`src/rtl/vga_timing_gen.sv`:
```
// Parametrised VGA raster timing generator: pixel divider, raster counters,
// sync/active decode, tile-grid board reads and read-latency-aligned strobes.
module vga_timing_gen #(
    parameter int unsigned H_ACTIVE  = 640,
    parameter int unsigned H_FP      = 16,
    parameter int unsigned H_SYNC    = 96,
    parameter int unsigned H_BP      = 48,
    parameter int unsigned V_ACTIVE  = 480,
    parameter int unsigned V_FP      = 10,
    parameter int unsigned V_SYNC    = 2,
    parameter int unsigned V_BP      = 33,
    parameter logic        HSYNC_POL = 1'b0,
    parameter logic        VSYNC_POL = 1'b0,
    parameter int unsigned CLK_DIV   = 1,
    parameter int unsigned COORD_W   = 10,
    parameter int unsigned TILE_LOG2 = 4,
    parameter int unsigned GRID_COLS = 40,
    parameter int unsigned GRID_ROWS = 30,
    parameter int unsigned ADDR_W    = 11,
    parameter int unsigned RD_LAT    = 1
) (
    input  logic               clk,
    input  logic               reset,
    input  logic               en,
    output logic               pix_tick,
    output logic [COORD_W-1:0] col,
    output logic [COORD_W-1:0] row,
    output logic               hsync,
    output logic               vsync,
    output logic               active,
    output logic [ADDR_W-1:0]  raddr,
    output logic               re,
    output logic               updateoutput,
    output logic               line_start,
    output logic               frame_start
);

    localparam int unsigned H_TOTAL  = H_ACTIVE + H_FP + H_SYNC + H_BP;
    localparam int unsigned V_TOTAL  = V_ACTIVE + V_FP + V_SYNC + V_BP;
    localparam int unsigned HS_START = H_ACTIVE + H_FP;
    localparam int unsigned HS_END   = HS_START + H_SYNC;
    localparam int unsigned VS_START = V_ACTIVE + V_FP;
    localparam int unsigned VS_END   = VS_START + V_SYNC;

    localparam int unsigned        DIV_W    = (CLK_DIV > 1) ? $clog2(CLK_DIV) : 1;
    localparam logic [DIV_W-1:0]   DIV_LAST = DIV_W'(CLK_DIV - 1);
    localparam logic [COORD_W-1:0] H_LAST   = COORD_W'(H_TOTAL - 1);
    localparam logic [COORD_W-1:0] V_LAST   = COORD_W'(V_TOTAL - 1);

    logic [DIV_W-1:0]   div_cnt;
    logic [COORD_W-1:0] tx;
    logic [COORD_W-1:0] ty;
    logic [31:0]        addr_full;
    logic               tile_aligned;
    logic               in_grid;
    logic [RD_LAT-1:0]  rd_pipe;

    // NOTE: sequential state uses non-blocking assignments so every register
    // samples pre-edge values regardless of process evaluation order.
    always_ff @(posedge clk or posedge reset) begin
        if (reset) begin
            div_cnt <= '0;
        end else if (en) begin
            div_cnt <= (div_cnt == DIV_LAST) ? '0 : div_cnt + 1'b1;
        end
    end

    assign pix_tick = en & ~reset & (div_cnt == DIV_LAST);

    always_ff @(posedge clk or posedge reset) begin
        if (reset) begin
            col <= '0;
            row <= '0;
        end else if (pix_tick) begin
            if (col == H_LAST) begin
                col <= '0;
                row <= (row == V_LAST) ? '0 : row + 1'b1;
            end else begin
                col <= col + 1'b1;
            end
        end
    end

    // Decoded straight from the counters so they move in the same cycle.
    assign hsync  = ((32'(col) >= HS_START) && (32'(col) < HS_END)) ? HSYNC_POL : ~HSYNC_POL;
    assign vsync  = ((32'(row) >= VS_START) && (32'(row) < VS_END)) ? VSYNC_POL : ~VSYNC_POL;
    assign active = (32'(col) < H_ACTIVE) && (32'(row) < V_ACTIVE);

    assign tx           = col >> TILE_LOG2;
    assign ty           = row >> TILE_LOG2;
    assign addr_full    = 32'(ty) * GRID_COLS + 32'(tx);
    assign raddr        = ADDR_W'(addr_full);
    assign tile_aligned = (col[TILE_LOG2-1:0] == '0);
    assign in_grid      = (32'(tx) < GRID_COLS) && (32'(ty) < GRID_ROWS);

    // One read per tile column on every active line; off-grid tiles stay idle.
    assign re = pix_tick & active & tile_aligned & in_grid;

    // NOTE: the latency pipe is reset like any other state so no stale read
    // strobe survives a reset; it shifts every clk so reads drain while frozen.
    always_ff @(posedge clk or posedge reset) begin
        if (reset) begin
            rd_pipe <= '0;
        end else begin
            rd_pipe <= RD_LAT'({rd_pipe, re});
        end
    end

    assign updateoutput = rd_pipe[RD_LAT-1];

    assign line_start  = pix_tick & (col == '0);
    assign frame_start = line_start & (row == '0);

endmodule
```
`config.mk`:
```
export PLATFORM = sky130hd
export DESIGN_NAME = vga_timing_gen
export DESIGN_NICKNAME = d
export VERILOG_FILES = /design/src/rtl/vga_timing_gen.sv
export SDC_FILE = /design/constraint.sdc
export NUM_CORES = 1
export LEC_CHECK = 0
export ABC_AREA = 1
export CAP_MARGIN = 30
export CELL_PAD_IN_SITES_DETAIL_PLACEMENT = 0
export CELL_PAD_IN_SITES_GLOBAL_PLACEMENT = 1
export CORE_AREA = 2 2 77 79
export CTS_CLUSTER_DIAMETER = 200
export CTS_CLUSTER_SIZE = 16
export DETAILED_ROUTE_END_ITERATION = 10
export DIE_AREA = 0 0 79 81
export PLACE_DENSITY = 0.81
export RECOVER_POWER = 100
export SLEW_MARGIN = 40
export SYNTH_ARGS = -nofsm -noshare
export SYNTH_HDL_FRONTEND = slang
export SYNTH_SLANG_ARGS = --single-unit
```
`constraint.sdc`:
```
create_clock -name clk -period 2.36 [get_ports clk]
set_input_delay 0.472 -clock clk [delete_from_list [all_inputs] [get_ports clk]]
set_output_delay 0.472 -clock clk [all_outputs]
set_load 0.05 [all_outputs]
```
### After elaboration in Yosys (flattened, before gate mapping)

Index checks and enable logic that the tools add are counted.

* register bits after elaboration: 22
* input port bits: 3
* output and inout port bits: 39
* word-level logic and storage cells: 41

* add/sub/neg operators: 4
* multiply operators: 1
* $lt $le $gt $ge: 8
* equality and inequality tests: 2
* muxes and demuxes: 5
* bitwise logic cells: 9
* reductions and logical operators: 8

Operators by type and width (count)
* $add 10x1->10 const B: 2
* $eq 10x10->1 const B: 2
* $logic_not 10->1: 2
* $lt 10x10->1 const B: 2
* $lt 10x9->1 const B: 2
* $mux 10: 2
* $add 11x6->11: 1
* $ge 10x10->1 const B: 1
* $ge 10x9->1 const B: 1
* $mul 6x3->8 const B: 1
* $and 1x1->1: 7
* $lt 6x5->1 const B: 1
* $lt 6x6->1 const B: 1
* $logic_and 1x1->1: 4
* $logic_not 4->1: 1
* $mux 1: 3
* $not 1->1: 2
* $reduce_and 2->1: 1
* $add 1x1->1 const B: 1

### Depth between registers and ports, before layout

Gate-level depths: netlist (run 1).

* depth in word-level cells: 6
* mapped depth: 11
* mapped depth without buffers: 11

### Worst setup path after synthesis (run 1)

OpenSTA, ideal clock, no wires.

* path kind: input port to output port
* start: in reset
* end: out frame_start
* arrival: 3.175 ns
* data required time: 1.888 ns
* setup slack: -1.287 ns
* stages on the path: 5
* path buffers: 0
* cell sequence: inv_1 -> nand2_2 -> inv_2 -> nand3_1 -> nor4_1

* cells in the longest elaborated chain, start to end: 5

Ends and longest elaborated chain
* start, declared: line 23 `input logic reset,`
* $not 1->1: line 68 `assign pix_tick = en & ~reset & (div_cnt == DIV_LAST);`
* $and 1x1->1 (2 in a row): line 68
* via pix_tick: line 25 `output logic pix_tick,`
* $and 1x1->1: line 111 `assign line_start = pix_tick & (col == '0);`
* $and 1x1->1: line 112 `assign frame_start = line_start & (row == '0);`
* end, declared: line 35 `output logic frame_start`

The timed path passes the listed nets, and every way through them passes these cells.

### Worst setup path after layout (run 1)

* start: reg row[7]
* end: out raddr[10]

* cells in the longest elaborated chain, start to end: 2

Ends and longest elaborated chain
* start, declared: line 27 `output logic [COORD_W-1:0] row,`
* start signal, assigned: line 77 `row <= (row == V_LAST) ? '0 : row + 1'b1;`
* $mul 6x3->8: line 91 `assign addr_full = 32'(ty) * GRID_COLS + 32'(tx);`
* $add 11x6->11: line 91
* end, declared: line 31 `output logic [ADDR_W-1:0] raddr,`

Every way passes these cells.

==> metrics.md, run 1 <==
| Metric | Value |
|---|---|
| Worst slack, placed | -295 ps |
| Worst Path Required | 1890 ps |
| Clock buffer depth | 2 |
| Syn Area/Cell | 7.21 um^2 |
| Worst EP arrival | 2440 ps |
| EDFF count, synth | 0 |
| Flop-to-flop setup slack | 290 ps |
| Non-filler cells in the finished layout | 378 |
| Fin Hold WS | 577 ps |
| Post-synthesis compound-gate area fraction | 6.05% |
| H-tree Lvls | 1 |
| Via count of the routed design | 1752 |
| Maxcap violations | 0 |
| Tmin final | 2910 ps |
| Routed wire length | 4.47 mm |
| Initial antenna violation count | 0 |
| Ant diodes | 0 |
| Gr ovfl total | 0 |
| Row count | 28 |
| Die H | 81 um |
| Power Density | 643 nW/um^2 |
| Largest stage delay, worst path | 550 ps |
| Drt wl/cell | 11.8 um |
| Layout cell share with drive strength beyond 1 | 26.7% |
| RSZ-0062 raised after global routing | true |
| DRC violations left | 0 |
| Post-route cell area | 2670 um^2 |
| Leak pwr | 1.26 nW |
| CTS sink cnt | 21 |
| VDD IR-drop max | 0.000589 V |
| Asr flop ratio synth | 100% |
| Setup violators final | 8 |
| CP max-delay cell | fa_2 |
| Area added between synthesis and finish | 53.5% |
| Fin nets | 325 |
| Worst-path clk slew | 90 ps |
| Starting Density | 30.6% |
| Worst setup margin | -552 ps |
| Vias/cell | 4.63 |
| Root buf cell | clkbuf_8 |
| Area of the multi-input gates | 1230 um^2 |
| CTS tree | done |
| Drt first pass iters | 4 |
| Cells after Synth | 241 |
| Initial DRC Count | 60 |
| Worst Tran Pin Value | 1210 ps |
| Core Area | 5680 um^2 |
| Area contributors post-synth | dfrtp_1 30%, nand2_1 13%, ha_1 12% |
| Worst slew margin | 19.4% |
| Synth Area in XOR/XNOR | 6.05% |
| Synthesis-stage register bit count | 21 |
| Critical path buffers and inverters | 2 |
| Critical path cell sequence | ha_4, ha_4, fa_2, nand2_2, inv_2, nand3_2, nand2_2, and2_4, nand2_2, nand2_2, nand2_4, buf_12 |
| Syn. warnings | 0 |
| Synth unique cells | 30 |
| Critical setup path kind | reg2out |
| # hold bufs at CTS | 0 |
| DIE AREA | 6400 um^2 |
| Post-Place Cells | 373 |
| DR top layer | met4 |
| GRT Util Overall | 14.5% |
| Syn Nets | 262 |
| Max Freq | 343 MHz |
| DIE WIDTH | 79 um |
| Status | complete, but fails checks |
| Startpoint Class | flip-flop |
| Synthesized area | 1740 um^2 |
| Mux contribution to synthesized area | 0% |
| Post-DP HPWL | 3.52 mm |
| Worst-Skew Late Latency | 270 ps |
| Met2 WL | 2.32 mm |
| Pin count of the biggest net entering global routing | 22 |
| Most common library cells after synthesis | 59 x nand2_1, 34 x inv_1, 27 x nand3_1, 23 x nor2_1, 21 x dfrtp_1 |
| Slew Limit Fails | 0 |
| Delay-heaviest family, CP | adder cells |
| TritonCTS buffer count | 3 |
| IO buf count | 41 |
| Adder-cell share of the synthesized area | 13.8% |
| CP most frequent cell | nand2_2 |
| Crit path capture type | output pin |
| Wire length on met3 | 147 um |
| Largest family of logic cells by synthesized area | simple AND/OR/NAND/NOR gates |
| Vias in the first global route | 1655 |
| Seq/Total Area, Yosys | 30.3% |
| Hold WC Path Type | reg2reg |
| FILL cells | 589 |
| Final total negative setup slack | -2160 ps |
| Register Area | 541 um^2 |
| Placer congestion estimate | 0.773 |
| Global-route wire length before repair | 7.40 mm |
| Post-synth top area share | 30.3% |
| Max Clock Skew | 10.6 ps |
| Main synth FF type | dfrtp_1 |
| Synth Area in Simple Gates | 33.8% |
| M1 WL | 1.95 mm |
| Crit Path Max Fanout | 3 |
| Dpl cell area | 2620 um^2 |
| Final hold violations | 0 |
| Post-synth top area cell | dfrtp_1 |
| Fin crit share | 123% |
| Failing checks | negative setup slack |
| # IOs | 42 |
| Count leader, synth | nand2_1 |
| Routed Antenna Nets | 0 |
==> tightest hold or removal path: stages (launching register included) <==
cell,delay [ps]
dfrtp_1,430
xor2_1,80
inv_1,40
==> state kept, by name (all words and copies together), names as in the netlist <==
signal        cells
col              10
row              10
updateoutput      1
==> per-layer routing <==
layer / vias to the layer above / global-route usage (%)
met3: 4 / 1.44
met4: 0 / 5.17
met2: 38 / 27.2
met5: - / 0
met1: 817 / 17.2
li1: 893 / -
==> where the power goes <==
group / internal, mW / leakage [nW] / total (mW) / switching [mW]
clock network: 0.120 / 0.0217 / 0.258 / 0.138
registers: 0.421 / 0.242 / 0.512 / 0.0910
logic: 0.323 / 0.995 / 0.946 / 0.623
==> cell usage in the layout (no fill, tap or decap), types with 6 or more instances in the layout <==
cell type / count
buf_12: 8
dfrtp_2: 6
dfrtp_1: 13
inv_1: 32
dlygate4sd3_1: 24
ha_1: 12
buf_4: 18
nor2_1: 19
nand2_1: 54
nand3_1: 23
nand4_1: 7
o21ai_0: 9
nand2_2: 6
==> what timing repair did <==
item	4_1_cts	5_1_grt
cloned	0	0
setup endpoints to repair	6	8
buffers inserted	0	1
pin swaps	9	7
gates resized for setup	5	11
==> kinds of logic after synthesis <==
family          after synthesis
simple gates                130
buf+inv                      41
flops                        21
compound gates               19
fa+ha+maj                    18
xor+xnor                     12
==> cell type report <==
class                           instances  share of cell area, %
Multi-Input combinational cell        179                   46.3
Timing Repair Buffer                   63                   23.0
Sequential cell                        21                   20.3
Inverter                               36                   5.11
Tap cell                               75                   3.52
Clock buffer                            3                   1.55
Clock inverter                          1                  0.282
==> worst paths after layout <==
path,end,cells past startpoint,start
max reg2reg,row[2],8,col[0]
min reg2reg,col[6],2,col[6]
min,col[6],2,col[6]
max,raddr[10],12,row[7]
max in group asynchronous,row[7],3,reset
min in group asynchronous,col[1],3,reset
==> stage by stage <==
stage / util (%) / power (mW)
6_report: 47.0 / 1.72
5_1_grt: 47.0 / 1.82
4_1_cts: 47.6 / 1.78
3_5_place_dp: 46.2 / 1.51
3_3_place_gp: 46.2 / 1.50
2_1_floorplan: - / 1.19
Power figures use the tool's default switching activity.
==> run 2: changes to the inputs <==
- CAP_MARGIN: 30 -> 20
==> results of run 2 <==
No change in the layout: final DEF, timing and power equal those of run 1.
==> run 3: changes to the inputs <==
- PLACE_DENSITY: 0.81 -> 0.78
- SKIP_CTS_REPAIR_TIMING: unset -> 1
- SLEW_MARGIN: 40 -> 15
==> run 3 against run 2 <==
Net effect: die area did not move; fmax up 1.0%; the flow still finishes with violations (negative setup slack); sequential share of layout area shrank 0.61 points; design area rose by 3.3%; highest routed layer unchanged; largest cell class unchanged.
==> metrics.md, run 3 (same netlist as run 1, synthesis figures left out) <==
| Metric | Value |
|---|---|
| Status | complete, but fails checks |
| Failing checks | negative setup slack |
| Maxcap violations | 0 |
| Startpoint Class | flip-flop |
| Most used routing layer | met2 |
| Vias/cell | 4.60 |
| Routed Antenna Nets | 0 |
| Util after Layout | 48.5% |
| Max Clock Skew | 2.71 ps |
| Worst-path clk slew | 80 ps |
| Reg2Reg Depth | 8 |
| Worst setup margin | -522 ps |
| Setup violators final | 8 |
| Clock buffer depth | 2 |
| Fin crit share | 122% |
| GRT Util Overall | 14.7% |
| Layout cell share with drive strength beyond 1 | 29.0% |
| Initial DRC Count | 47 |
| DRC violations left | 0 |
| Leak pwr | 1.27 nW |
| TritonCTS buffer count | 3 |
| Worst slew margin | 18.8% |
| Worst Path Required | 1890 ps |
| IO buf count | 41 |
| VDD IR-drop max | 0.000564 V |
| Met1 Resource Use GR | 18.8% |
| Fin nets | 325 |
| H-tree Lvls | 1 |
| Worst EP arrival | 2410 ps |
| Critical path cell sequence | ha_4, ha_4, fa_2, nand2_2, inv_2, nand2_1, nand2_1, and2_4, nand2_2, nand2_2, nand2_4, buf_12 |
| FILL cells | 583 |
| Via count of the routed design | 1740 |
| CTS tree | done |
| Post-Place Cells | 373 |
| Max Freq | 347 MHz |
| Crit Path Max Fanout | 3 |
| Core Area | 5680 um^2 |
| Post-DP HPWL | 3.60 mm |
| Crit path capture type | output pin |
| Final hold violations | 0 |
| Root buf cell | clkbuf_8 |
| Critical setup path kind | reg2out |
| Largest stage delay, worst path | 540 ps |
| RSZ-0062 raised after global routing | true |
| Non-filler cells in the finished layout | 378 |
| Ant diodes | 0 |
| Area of the multi-input gates | 1280 um^2 |
| Gr ovfl total | 0 |
| Worst Tran Pin Value | 1220 ps |
| Vias in the first global route | 1673 |
| DIE WIDTH | 79 um |
| Met3 usage in global routing | 1.22% |
| CTS sink cnt | 21 |
| Routed wire length | 4.56 mm |
| Hold depth | 2 |
| Initial antenna violation count | 0 |
| Die H | 81 um |
| Register Area | 542 um^2 |
| M2 GR Usage | 26.5% |
| Slew Limit Fails | 0 |
| Commonest non-fill, non-tap cell in the layout | nand2_1 |
| CP max-delay cell | fa_2 |
| Global-route wire length before repair | 7.47 mm |
| Power Density | 628 nW/um^2 |
| DIE AREA | 6400 um^2 |
| Placer congestion estimate | 0.794 |
| # IOs | 42 |
| Tmin final | 2880 ps |
| CP most frequent cell | nand2_2 |
| Commonest cells after routing, fill and taps aside | 53 x nand2_1, 31 x inv_1, 24 x dlygate4sd3_1 |
| Drt wl/cell | 12.1 um |
| Drt first pass iters | 4 |
| Worst-Skew Late Latency | 260 ps |
| Starting Density | 30.6% |
| Flop-to-flop setup slack | 310 ps |
| Area added between synthesis and finish | 58.6% |
| Hold WC Path Type | reg2reg |
| Pin count of the biggest net entering global routing | 22 |
| Row count | 28 |
-- run 3: cell count changes in the layout (fill, tap and decap cells not counted), moves of 2 or more --
cell and delta:
ha_4 +2, a21oi_1 -2, clkbuf_2 -3, buf_12 +2
ha_1 -2, inv_2 +2
-- run 3: cell type report --
type | count | share of cell area [%]
Timing Repair Buffer | 63 | 23.6
Clock buffer | 3 | 1.50
Clock inverter | 1 | 0.272
Tap cell | 75 | 3.41
Sequential cell | 21 | 19.7
Inverter | 36 | 4.95
Multi-Input combinational cell | 179 | 46.6
-- run 3: critical path, delay by kind of cell, from the launching register on --
family                     cells  cell delay (ps)
DFF                            1              490
adders and majority gates      3              950
buffers and inverters          2              190
and+or+nand+nor                7              510
-- run 3: metal layers --
layer,vias up,share of wire [%]
met5,-,0
met3,4,3.0
met1,805,44
met4,0,1.3
met2,37,51
li1,894,-
-- run 3: final timing paths --
kind | start | end
min in group asynchronous | reset | col[0]
hold / removal | col[6] | col[6]
setup / recovery | row[5] | raddr[10]
setup reg to reg | col[0] | row[2]
hold reg to reg | col[6] | col[6]
max in group asynchronous | reset | row[7]
-- run 3: stage by stage --
step	power (mW)	setup slack [ps]	setup TNS, ps	hold WS [ps]	cell area (um^2)
after floorplan	1.19	-341	-1380	339	1900
final	1.73	-522	-1880	584	2760
after detailed placement	1.51	-282	-768	580	2620
after global routing	1.83	-652	-2890	625	2760
after global placement	1.50	-246	-669	558	2620
after CTS	1.76	-574	-2260	605	2670
-- run 3: power breakdown --
part / internal (mW) / switching, mW / leakage, nW / total, mW
logic: 0.341 / 0.630 / 1.01 / 0.971
registers: 0.421 / 0.0916 / 0.241 / 0.513
clock network: 0.119 / 0.128 / 0.0217 / 0.247
total: 0.881 / 0.850 / 1.27 / 1.73
